**config.mk**
```make
export PLATFORM = sky130hd
export DESIGN_NAME = keypad_event_queue
export DESIGN_NICKNAME = d
export VERILOG_FILES = /design/src/rtl/keypad_event_queue.sv
export SDC_FILE = /design/constraint.sdc
export NUM_CORES = 1
export LEC_CHECK = 0
export ABC_AREA = 0
export BUFFER_PORTS_ARGS = -buffer_cell sky130_fd_sc_hd__buf_2
export CORE_ASPECT_RATIO = 0.7
export CORE_MARGIN = 2
export CORE_UTILIZATION = 57
export CTS_CLUSTER_DIAMETER = 60
export DETAILED_ROUTE_END_ITERATION = 8
export PLACE_DENSITY = 0.76
export SLEW_MARGIN = 20
export SYNTH_ARGS = -nofsm -noshare
export SYNTH_HDL_FRONTEND = slang
export SYNTH_SLANG_ARGS = --single-unit
```
**constraint.sdc**
```tcl
create_clock -name CLK -period 2.7 [get_ports CLK]
set_input_delay 0.27 -clock CLK [delete_from_list [all_inputs] [get_ports CLK]]
set_output_delay 0.27 -clock CLK [all_outputs]
set_load 0.01 [all_outputs]
```
**src/rtl/keypad_event_queue.sv**
```systemverilog
// Debounced 11-key keypad that queues press events (digits 0-9, '#'=4'hA)
// into a 4-entry first-word-fall-through FIFO with sticky overflow.
module keypad_event_queue #(
    parameter int unsigned DEBOUNCE_CYCLES = 50000
) (
    input  logic       CLK,
    input  logic       RESETN,
    input  logic [9:0] Keypad,
    input  logic       KeypadHash,
    input  logic       FLUSH,
    input  logic       EV_READY,
    output logic       EV_VALID,
    output logic [3:0] EV_CODE,
    output logic       ANY_PRESSED,
    output logic       OVERFLOW
);
    localparam int unsigned N_KEYS = 11;
    localparam int unsigned CNT_W  = 16;
    localparam int unsigned DEPTH  = 4;
    localparam int unsigned PTR_W  = 2;
    localparam int unsigned FCNT_W = 3;
    localparam int unsigned CODE_W = 4;
    localparam logic [CNT_W-1:0] CNT_MAX = CNT_W'(DEBOUNCE_CYCLES - 1);

    logic [N_KEYS-1:0] raw;
    logic [N_KEYS-1:0] s1_q, s2_q;
    logic [N_KEYS-1:0] db_q, db_d;
    logic [CNT_W-1:0]  cnt_q [N_KEYS];
    logic [CNT_W-1:0]  cnt_d [N_KEYS];
    logic [N_KEYS-1:0] pending_q, pending_d;
    logic [N_KEYS-1:0] press;
    logic [CODE_W-1:0] mem_q [DEPTH];
    logic [CODE_W-1:0] mem_d [DEPTH];
    logic [PTR_W-1:0]  wr_ptr_q, wr_ptr_d, rd_ptr_q, rd_ptr_d;
    logic [FCNT_W-1:0] count_q, count_d;
    logic              overflow_q, overflow_d;
    logic              ev_valid_q, ev_valid_d;
    logic [CODE_W-1:0] ev_code_q, ev_code_d;
    logic              any_q, any_d;
    logic              pop, push, can_push;
    logic [CODE_W-1:0] sel;

    assign raw = {KeypadHash, Keypad};

    // Debounce, pending-bit arbitration and FIFO bookkeeping
    always_comb begin
        db_d       = db_q;
        cnt_d      = cnt_q;
        pending_d  = pending_q;
        mem_d      = mem_q;
        wr_ptr_d   = wr_ptr_q;
        rd_ptr_d   = rd_ptr_q;
        count_d    = count_q;
        overflow_d = overflow_q;
        press      = '0;
        sel        = '0;

        for (int i = 0; i < int'(N_KEYS); i++) begin
            if (s2_q[i] == db_q[i]) begin
                cnt_d[i] = '0;
            end else if (cnt_q[i] == CNT_MAX) begin
                db_d[i]  = s2_q[i];
                cnt_d[i] = '0;
                press[i] = s2_q[i];
            end else begin
                cnt_d[i] = cnt_q[i] + CNT_W'(1);
            end
        end

        // Lowest index wins: scan downward so the last hit is the smallest
        for (int i = int'(N_KEYS) - 1; i >= 0; i--) begin
            if (pending_q[i]) sel = CODE_W'(i);
        end

        pop      = (count_q != '0) && EV_READY;
        can_push = (count_q != FCNT_W'(DEPTH)) || pop;
        push     = can_push && (pending_q != '0);

        if (FLUSH) begin
            pending_d  = '0;
            overflow_d = 1'b0;
            wr_ptr_d   = '0;
            rd_ptr_d   = '0;
            count_d    = '0;
        end else begin
            if (push) begin
                pending_d[sel]  = 1'b0;
                mem_d[wr_ptr_q] = sel;
                wr_ptr_d        = wr_ptr_q + PTR_W'(1);
            end
            if (pop) rd_ptr_d = rd_ptr_q + PTR_W'(1);
            count_d = count_q + FCNT_W'(push) - FCNT_W'(pop);
            for (int i = 0; i < int'(N_KEYS); i++) begin
                if (press[i]) begin
                    if (pending_q[i]) overflow_d = 1'b1;
                    else              pending_d[i] = 1'b1;
                end
            end
        end

        ev_valid_d = (count_d != '0);
        ev_code_d  = ev_valid_d ? mem_d[rd_ptr_d] : '0;
        any_d      = |db_d;
    end

    always_ff @(posedge CLK or negedge RESETN) begin
        if (!RESETN) begin
            s1_q       <= '0;
            s2_q       <= '0;
            db_q       <= '0;
            cnt_q      <= '{default: '0};
            pending_q  <= '0;
            mem_q      <= '{default: '0};
            wr_ptr_q   <= '0;
            rd_ptr_q   <= '0;
            count_q    <= '0;
            overflow_q <= 1'b0;
            ev_valid_q <= 1'b0;
            ev_code_q  <= '0;
            any_q      <= 1'b0;
        end else begin
            s1_q       <= raw;
            s2_q       <= s1_q;
            db_q       <= db_d;
            cnt_q      <= cnt_d;
            pending_q  <= pending_d;
            mem_q      <= mem_d;
            wr_ptr_q   <= wr_ptr_d;
            rd_ptr_q   <= rd_ptr_d;
            count_q    <= count_d;
            overflow_q <= overflow_d;
            ev_valid_q <= ev_valid_d;
            ev_code_q  <= ev_code_d;
            any_q      <= any_d;
        end
    end

    assign EV_VALID    = ev_valid_q;
    assign EV_CODE     = ev_code_q;
    assign ANY_PRESSED = any_q;
    assign OVERFLOW    = overflow_q;
endmodule

```
==> results of run 1 <==
-- synthesized netlist by cell type (all sizes together), types with 3 or more instances --
library cell	count
nand3	38
inv	21
mux2	16
o221ai	3
dfrtp	250
ha	17
nand4	35
a21oi	18
nand2	71
a311oi	3
and3	63
xor2	86
nor2	211
o311ai	4
and2	37
nor4	14
nor2b	3
nand2b	3
buf	3
o32a	4
a211oi	4
o22ai	4
o21ai	14
nor3	12
nor3b	7
nand3b	6
clkbuf	16
or3b	9
nand4bb	7
xnor2	80
nor4b	15
o31a	4
-- where the power goes --
part	switching (mW)	internal [mW]
Clock	1.43	1.95
Combinational	0.406	0.337
Sequential	0.0880	3.87
Total	1.92	6.16
-- final timing paths --
check / depth (start not counted) / to / from
setup / recovery: 11 / EV_CODE[2] / count_q[1]
hold / removal: 2 / pending_q[4] / FLUSH
setup reg to reg: 11 / EV_CODE[2] / count_q[1]
hold reg to reg: 0 / s2_q[10] / s1_q[10]
max in group asynchronous: 3 / cnt_q[22] / RESETN
min in group asynchronous: 2 / cnt_q[159] / RESETN
-- final cells by class --
type	instances	area, sq um
flip-flops and latches	250	6256
inverters	21	83.83
clock buffers	32	671.9
clock inverters	13	125.1
well taps	270	337.8
multi-input cells	810	5221
repair buffers	63	485.5
fillers	1505	6671
-- kinds of logic (layout without fill, tap and decap cells) --
group	count (synthesis)	count (layout)
AO/OA/AOI/OAI	70	70
XOR/XNOR	167	167
adder cells (fa/ha/maj)	18	18
buffers and inverters	40	129
flip-flops	250	250
multiplexers	17	17
AND/OR/NAND/NOR	538	538
-- layer usage --
layer	part of all wire [%]	GRT usage [%]	up-vias
li1	-	-	3901
met1	51	32.11	3876
met2	43	32.81	140
met3	3.9	3.260	37
met4	1.7	4.674	0
met5	0	0	-
-- flip-flops by register name, indices dropped and copies added (netlist names) --
signal and cells:
cnt_q 176, mem_q 16, db_q 11, pending_q 11, s1_q 11, s2_q 11, EV_CODE 4, count_q 3
rd_ptr_q 2, wr_ptr_q 2, ANY_PRESSED 1, EV_VALID 1, OVERFLOW 1
-- stage by stage --
step                      total power [mW]  TNS [ns]  utilization [%]  setup slack [ns]
after CTS                            8.089  -0.02395            66.23         -0.009444
after global routing                 8.401   -0.1477            66.40           -0.1185
after detailed placement             4.637   -0.1626            61.48          -0.04983
after global placement               4.615         0            61.48           0.03641
after floorplan                      4.377         0                -          0.006764
final                                8.079         0            66.40           0.01956
-- repair_timing --
action | 4_1_cts | 5_1_grt
resized for setup | 3 | 10
hold endpoints to repair | 68 | 0
hold buffers | 12 | 0
setup endpoints to repair | 4 | 4
pin swaps | 2 | 5
buffers inserted | 1 | 1
==> flow_metrics.py, run 1 <==
metrics = {
    "timing": {
        "max_freq_ghz": 0.3731,
        "relSlewSlack_pct": 25.91,
        "drv_slew": 0,
        "finClkSkew_ns": 0.01150,
        "worstMarginPinSlew_ns": 1.083,
        "hold_viol": 0,
        "period_minus_slack_ns": 2.680,
        "hold_slack_ns": 0.2091,
        "rsz0062_at_grt": "yes",
        "setup_viol": 0,
        "finalCritPeriodShare_pct": 99.28,
    },
    "floorplan": {
        "die_w_microns": 174.4,
        "dieArea_sq_mm": 0.02151,
        "coreArea_sq_mm": 0.01985,
        "ioPinCount": 22,
        "die_y_microns": 123.3,
        "initial_core_util_pct": 58.39,
        "num_rows": 43,
    },
    "cells_and_area": {
        "layout-drive-gt1-share_pct": 11.61,
        "synthToLayoutAreaGrowth_pct": 13.72,
        "final_cell_mix": "250 x dfrtp_1, 210 x nor2_1, 86 x xor2_1",
        "layoutNonFillerInstCount": 1459,
        "fin_area_sq_mm": 0.01318,
        "nets": 1204,
        "antenna_cells": 0,
        "mostFrequentLayoutCell": "dfrtp_1",
    },
    "global_route": {
        "grt_start_max_net_pins": 82,
        "grt_pass1_wl_mm": 37.55,
        "grt_usage_pct": 21.24,
        "grt_pass1_vias": 7696,
        "overflow": 0,
        "antenna_found_initial": 0,
    },
    "yosys": {
        "ys_types": 63,
        "synth_edf_count": 0,
        "syn_nets": 1133,
        "yosysSeqAreaShare_pct": 53.97,
        "yosys_warnings": 0,
        "synth_simple_gate_area_share_pct": 23.91,
        "synth.area.top_cells": "dfrtp_1 54%, nor2_1 6.8%, xor2_1 6.5%",
        "netlist.area_leader.share_pct": 53.97,
        "ys.flop_type": "dfrtp_1",
        "synthesis.area_sq_mm": 0.01159,
        "synth_top_family_by_area": "simple AND/OR/NAND/NOR gates",
        "synthArstFlopShare_pct": 100.0,
        "synth_compound_area_share_pct": 4.199,
        "yosys.area_share.adder_pct": 2.008,
        "synthMuxAreaShare_pct": 1.673,
        "yosysTopAreaCell": "dfrtp_1",
        "syn_inst": 1100,
        "synth_xor_area_share_pct": 12.75,
        "synth-seq-cells": 250,
        "avgSynthCellArea_sq_um": 10.54,
    },
    "clocking": {
        "htreeDepth": 1,
        "clkLatencyLatePin_ns": 0.52,
        "cts_buffer_depth": 3,
        "clkSinkCount": 250,
        "cts_buffers": 25,
        "cts_root_buf": "clkbuf_16",
        "cts.reportedPaths.clkPinSlew_ns": 0.07,
        "tritoncts": "built",
    },
    "run_status": {
        "status": "complete, no violations",
    },
    "power_and_ir_drop": {
        "leakagePower_nw": 6.008,
        "ir_drop_mv": 0.4792,
        "cellPowerDensity_mw_per_mm2": 612.9,
    },
    "critical_path": {
        "critical-path-max-stage-delay_ns": 0.42,
        "cp_top_family": "compound AO/OA/AOI/OAI gates",
        "cp_cell_sequence": "o31a_2 > ha_1 > inv_1 > ha_2 > fa_2 > xor3_2 > a21oi_4 > nand2b_4 > a211oi_4 > a21oi_2 > o211ai_1",
        "critPathBufInv": 1,
        "slowest_stage": "dfrtp_1",
        "crit_path_end_kind": "register",
        "crit_type": "reg2reg",
        "start_kind": "register",
        "worstPathRequired_ns": 3.14,
        "crit_fanout": 4,
        "cp.arrival_ns": 3.12,
        "reg2reg_slack_ns": 0.02,
    },
    "drt": {
        "drt-initial-drc-count": 535,
        "avgViaCountPerCell": 5.452,
        "drc": 0,
        "antenna_left": 0,
        "wl_mm": 21.78,
        "vias": 7954,
        "wl_per_cell_microns": 14.93,
        "drt_first_pass_iters": 5,
    },
    "place": {
        "port_buffers": 21,
        "routabilityCongestion": 0.8467,
        "place_area_sq_mm": 0.01221,
        "dpl.hpwl_mm": 14.57,
        "dp_cells": 1400,
    },
    "worst_hold_path": {
        "min_path_type": "in2reg",
    },
    "flow_run": {
        "cap_viol_max_count": 0,
    },
}
Power figures use the tool's default switching activity.
==> run 2: changes to the inputs <==
--- a/config.mk
+++ b/config.mk
@@ -13,6 +13,7 @@
 export CTS_CLUSTER_DIAMETER = 60
 export DETAILED_ROUTE_END_ITERATION = 8
 export PLACE_DENSITY = 0.76
+export RECOVER_POWER = 50
 export SLEW_MARGIN = 20
 export SYNTH_ARGS = -nofsm -noshare
 export SYNTH_HDL_FRONTEND = slang
==> run 2 against run 1 <==
The run now ends with capacitance limit, slew limit left; cell count is the same; largest cell class unchanged; die area did not move; flip-flop and latch count is the same; combinational power is 0.9% lower; worst setup slack improved by 0.0014 ns; via count barely moved.
==> flow_metrics.py, run 2 (synthesis results as in run 1) <==
metrics = {
    "run_status": {
        "status": "finished with violations",
        "violations": "capacitance limit, slew limit",
    },
    "timing": {
        "hold_viol": 0,
        "setup_viol": 0,
        "max_freq_ghz": 0.3733,
        "relSlewSlack_pct": -0.8464,
        "finClkSkew_ns": 0.01183,
        "final.setup.tns_ns": 0,
        "worstMarginPinSlew_ns": 1.513,
        "drv_slew": 61,
        "hold_slack_ns": 0.2006,
        "finalCritPeriodShare_pct": 99.22,
        "period_minus_slack_ns": 2.679,
        "setup_slack_ns": 0.02100,
        "rsz0062_at_grt": "yes",
    },
    "critical_path": {
        "worstPathRequired_ns": 3.14,
        "reg2reg_slack_ns": 0.02,
        "start_kind": "register",
        "reg2reg_depth": 11,
        "rr_startpoint": "count_q[1]",
        "crit_type": "reg2reg",
        "r2r_end": "EV_CODE[2]",
        "crit_fanout": 4,
        "cp.arrival_ns": 3.12,
        "crit_path_end_kind": "register",
    },
    "place": {
        "routabilityCongestion": 0.8467,
        "dp_cells": 1400,
        "dpl.hpwl_mm": 14.57,
        "place_area_sq_mm": 0.01221,
        "port_buffers": 21,
        "dp_slack_ns": -0.04983,
    },
    "cells_and_area": {
        "nets": 1204,
        "final_cell_mix": "250 x dfrtp_1, 210 x nor2_1, 86 x xor2_1",
        "layoutNonFillerInstCount": 1459,
        "antenna_cells": 0,
        "fin_area_sq_mm": 0.01314,
        "top_regs": "cnt_q x176, mem_q x16",
        "top_register": "cnt_q",
        "mostFrequentLayoutCell": "dfrtp_1",
        "largest_reg_flops": 176,
        "layout-drive-gt1-share_pct": 11.27,
        "postLayoutCoreUtil_pct": 66.19,
        "synthToLayoutAreaGrowth_pct": 13.36,
    },
    "global_route": {
        "grt_pass1_vias": 7696,
        "grt_start_max_net_pins": 82,
        "use_met3_pct": 3.260,
        "grt_pass1_wl_mm": 37.55,
        "busiest_layer": "met2",
        "met2_usage_pct": 32.81,
        "overflow": 0,
        "met1_usage_pct": 32.11,
        "antenna_found_initial": 0,
        "grt_usage_pct": 21.24,
    },
    "power_and_ir_drop": {
        "leakagePower_nw": 5.985,
        "cellPowerDensity_mw_per_mm2": 614.2,
        "ir_drop_mv": 0.4792,
        "power_mw": 8.071,
    },
    "clocking": {
        "htreeDepth": 1,
        "cts.reportedPaths.clkPinSlew_ns": 0.07,
        "cts_buffers": 25,
        "tritoncts": "built",
        "cts_root_buf": "clkbuf_16",
        "clkLatencyLatePin_ns": 0.52,
        "cts_buffer_depth": 3,
        "clkSinkCount": 250,
    },
    "worst_hold_path": {
        "hp-start": "FLUSH",
        "min_to": "pending_q[4]",
        "min_path_cells": 2,
        "min_path_type": "in2reg",
    },
    "floorplan": {
        "ioPinCount": 22,
        "die_w_microns": 174.4,
        "die_y_microns": 123.3,
        "initial_core_util_pct": 58.39,
        "coreArea_sq_mm": 0.01985,
        "num_rows": 43,
        "dieArea_sq_mm": 0.02151,
    },
    "drt": {
        "vias": 7949,
        "drt_first_pass_iters": 7,
        "wl_mm": 21.78,
        "drc": 0,
        "antenna_left": 0,
        "wl_per_cell_microns": 14.93,
        "drt-initial-drc-count": 542,
        "avgViaCountPerCell": 5.448,
    },
    "flow_run": {
        "cap_viol_max_count": 1,
    },
}
[run 2: area by class of cell]
cell class,instances,area (sq um)
Sequential cell,250,6256
Clock buffer,32,671.9
Tap cell,270,337.8
Multi-Input combinational cell,810,5221
Clock inverter,13,125.1
Fill cell,1515,6713
Inverter,21,83.83
Timing Repair Buffer,63,444.2
[run 2: metal layers]
metal	up-vias	routed length, microns
li1	3898	-
met1	3866	11220
met2	150	9306
met3	35	890
met4	0	366
met5	-	0
[run 2: repair_timing]
action | in CTS | in global routing
buffers inserted | 1 | 1
pin swaps | 2 | 5
gates resized for setup | 3 | 10
endpoints found under the setup margin | 4 | 4
hold buffers | 12 | 0
endpoints found under the hold margin | 68 | 0
[run 2: how the worst max path moves through the flow]
stage	start	end	slack, ns	depth (start not counted)
2_1_floorplan	pending_q[2]	EV_CODE[2]	0.007	14
3_3_place_gp	count_q[2]	EV_CODE[2]	0.04	13
3_5_place_dp	count_q[1]	EV_CODE[3]	-0.05	12
4_1_cts	count_q[1]	EV_CODE[0]	-0.009	10
5_1_grt	pending_q[4]	EV_CODE[2]	-0.12	13
6_report	count_q[1]	EV_CODE[2]	0.02	11
[run 2: where the power goes]
group | switching, mW | internal (mW) | total (mW)
registers | 0.0872 | 3.87 | 3.95
logic | 0.405 | 0.331 | 0.736
clock network | 1.43 | 1.95 | 3.38
total | 1.92 | 6.15 | 8.07
[run 2: worst max-delay path: stages (launching register included)]
cell and delay, ns:
dfrtp_1 0.42, o31a_2 0.38, ha_1 0.29, inv_1 0.04, ha_2 0.17, fa_2 0.33
xor3_2 0.27, a21oi_4 0.20, nand2b_4 0.10, a211oi_4 0.19, a21oi_2 0.05, o211ai_1 0.17
==> run 3: changes to the inputs <==
--- a/config.mk
+++ b/config.mk
@@ -9,10 +9,11 @@
 export BUFFER_PORTS_ARGS = -buffer_cell sky130_fd_sc_hd__buf_2
 export CORE_ASPECT_RATIO = 0.7
 export CORE_MARGIN = 2
-export CORE_UTILIZATION = 57
+export CORE_UTILIZATION = 59
+export CTS_BUF_LIST = sky130_fd_sc_hd__clkbuf_4 sky130_fd_sc_hd__clkbuf_8
 export CTS_CLUSTER_DIAMETER = 60
 export DETAILED_ROUTE_END_ITERATION = 8
-export PLACE_DENSITY = 0.76
+export PLACE_DENSITY = 0.79
 export RECOVER_POWER = 50
 export SLEW_MARGIN = 20
 export SYNTH_ARGS = -nofsm -noshare
==> run 3 against run 2 <==
Worst setup slack got worse by 0.014 ns; sequential share of layout area decreased by 0.23 points; utilization increased by 3.0 points; sequential power about the same; the run still ends with capacitance limit, slew limit left.
==> flow_metrics.py, run 3 (synthesis results as in run 1) <==
metrics = {
    "flow_run": {
        "cap_viol_max_count": 1,
    },
    "drt": {
        "drc": 0,
        "antenna_left": 0,
        "drt_first_pass_iters": 5,
        "vias": 8092,
        "wl_per_cell_microns": 15.02,
        "drt-initial-drc-count": 516,
        "wl_mm": 22.19,
        "avgViaCountPerCell": 5.479,
    },
    "timing": {
        "max_freq_ghz": 0.3713,
        "hold_viol": 0,
        "finalCritPeriodShare_pct": 99.74,
        "finClkSkew_ns": 0.03025,
        "setup_viol": 0,
        "worstMarginPinSlew_ns": 2.084,
        "rsz0062_at_grt": "yes",
        "period_minus_slack_ns": 2.693,
        "setup_slack_ns": 0.007094,
        "relSlewSlack_pct": -38.94,
        "drv_slew": 79,
    },
    "worst_hold_path": {
        "min_path_type": "in2reg",
        "hp-start": "EV_READY",
        "min_to": "pending_q[5]",
        "min_path_cells": 3,
    },
    "place": {
        "port_buffers": 21,
        "place_area_sq_mm": 0.01223,
        "dp_slack_ns": -0.1036,
        "dpl.hpwl_mm": 15.11,
        "routabilityCongestion": 0.8570,
        "dp_cells": 1397,
    },
    "floorplan": {
        "ioPinCount": 22,
        "initial_core_util_pct": 60.76,
        "die_y_microns": 121.3,
        "num_rows": 42,
        "die_w_microns": 171.5,
        "coreArea_sq_mm": 0.01908,
        "dieArea_sq_mm": 0.02080,
    },
    "critical_path": {
        "cp_common_cell": "inv_1",
        "crit_start": "pending_q[4]",
        "worstPathRequired_ns": 3.12,
        "crit_type": "reg2reg",
        "start_kind": "register",
        "crit_path_end_kind": "register",
        "rr_startpoint": "pending_q[4]",
        "cp.arrival_ns": 3.11,
        "slowest_stage": "dfrtp_1",
        "cp_cell_sequence": "nor4_4 > a31oi_2 > inv_1 > ha_1 > inv_1 > ha_2 > fa_2 > xor3_2 > a21oi_4 > nand2b_4 > a211oi_2 > a21oi_1 > o211ai_1",
        "r2r_end": "EV_CODE[2]",
        "reg2reg_depth": 13,
        "reg2reg_slack_ns": 0.007,
        "critical-path-max-stage-delay_ns": 0.41,
        "crit_fanout": 4,
    },
    "power_and_ir_drop": {
        "power_mw": 8.009,
        "ir_drop_mv": 0.5141,
        "leakagePower_nw": 6.055,
        "cellPowerDensity_mw_per_mm2": 606.5,
    },
    "cells_and_area": {
        "layoutNonFillerInstCount": 1477,
        "layout-drive-gt1-share_pct": 13.60,
        "top_regs": "cnt_q x176, mem_q x16",
        "nFillCells": 1402,
        "top_register": "cnt_q",
        "postLayoutCoreUtil_pct": 69.22,
        "synthToLayoutAreaGrowth_pct": 13.93,
        "final_cell_mix": "250 x dfrtp_1, 210 x nor2_1, 86 x xor2_1",
        "mostFrequentLayoutCell": "dfrtp_1",
        "fin_area_sq_mm": 0.01321,
        "antenna_cells": 0,
        "nets": 1219,
        "largest_reg_flops": 176,
    },
    "clocking": {
        "clkLatencyLatePin_ns": 0.52,
        "tritoncts": "built",
        "htreeDepth": 2,
        "cts_buffers": 39,
        "cts_buffer_depth": 3,
        "cts.reportedPaths.clkPinSlew_ns": 0.07,
        "post_cts_buffers": 0,
        "cts_root_buf": "clkbuf_8",
        "clkSinkCount": 250,
    },
    "global_route": {
        "grt_pass1_wl_mm": 38.43,
        "grt_usage_pct": 22.67,
        "antenna_found_initial": 0,
        "overflow": 0,
        "grt_pass1_vias": 7948,
        "grt_start_max_net_pins": 82,
    },
    "run_status": {
        "violations": "capacitance limit, slew limit",
        "status": "finished with violations",
    },
}
[run 3: cell types whose count changed in the layout (fill, tap and decap cells not counted), moves of 2 or more]
cell / delta
clkbuf_4: +9
clkinv_4: -2
clkbuf_16: -25
clkbuf_8: +46
buf_12: +3
clkbuf_1: -7
[run 3: power breakdown]
group,switching (mW),internal (mW)
combinational,0.388,0.318
sequential,0.0884,3.87
clock,1.45,1.90
[run 3: worst max-delay path by stage]
| stage | endpoint | cells after the start |
|---|---|---|
| finish | EV_CODE[2] | 13 |
| global route | EV_CODE[2] | 13 |
| CTS | EV_CODE[2] | 11 |
| detailed placement | EV_CODE[2] | 13 |
| global placement | EV_CODE[2] | 13 |
| floorplan | EV_CODE[2] | 14 |
[run 3: timing repair]
action / 4_1_cts / 5_1_grt
endpoints found under the setup margin: 4 / 4
hold buffers: 12 / 0
pin swaps: 1 / 2
hold endpoints to repair: 87 / 0
gates resized for setup: 2 / 8
gates cloned: 0 / 0
[run 3: metrics by stage]
step / TNS [ns] / hold slack (ns)
finish: 0 / 0.2490
global route: -3.595 / 0.2365
CTS: -0.07979 / 0.2219
detailed placement: -0.3310 / 0.2937
global placement: 0 / 0.2986
floorplan: 0 / -0.02559
[run 3: layout make-up]
class                   instances  area [sq um]  area share (%)
flip-flops and latches        250          6256           47.38
multi-input cells             810          5209           39.44
clock buffers                  55         713.2           5.401
repair buffers                 64         493.0           3.733
well taps                     264         330.3           2.501
clock inverters                13         120.1          0.9096
inverters                      21         83.83          0.6348
[run 3: metal layers]
metal | GRT usage (%) | wire length (microns)
met4 | 4.608 | 269
met1 | 35.58 | 11340
met2 | 33.08 | 9734
met3 | 4.207 | 847
met5 | 0 | 0
[run 3: worst max-delay path, delay by kind of cell (launching register included)]
family                   cells  cell delay [ns]
flip-flops                   1             0.41
AO/OA/AOI/OAI                5             0.76
AND/OR/NAND/NOR              2             0.40
XOR/XNOR                     1             0.29
adder cells (fa/ha/maj)      3             0.58
buffers and inverters        2             0.14
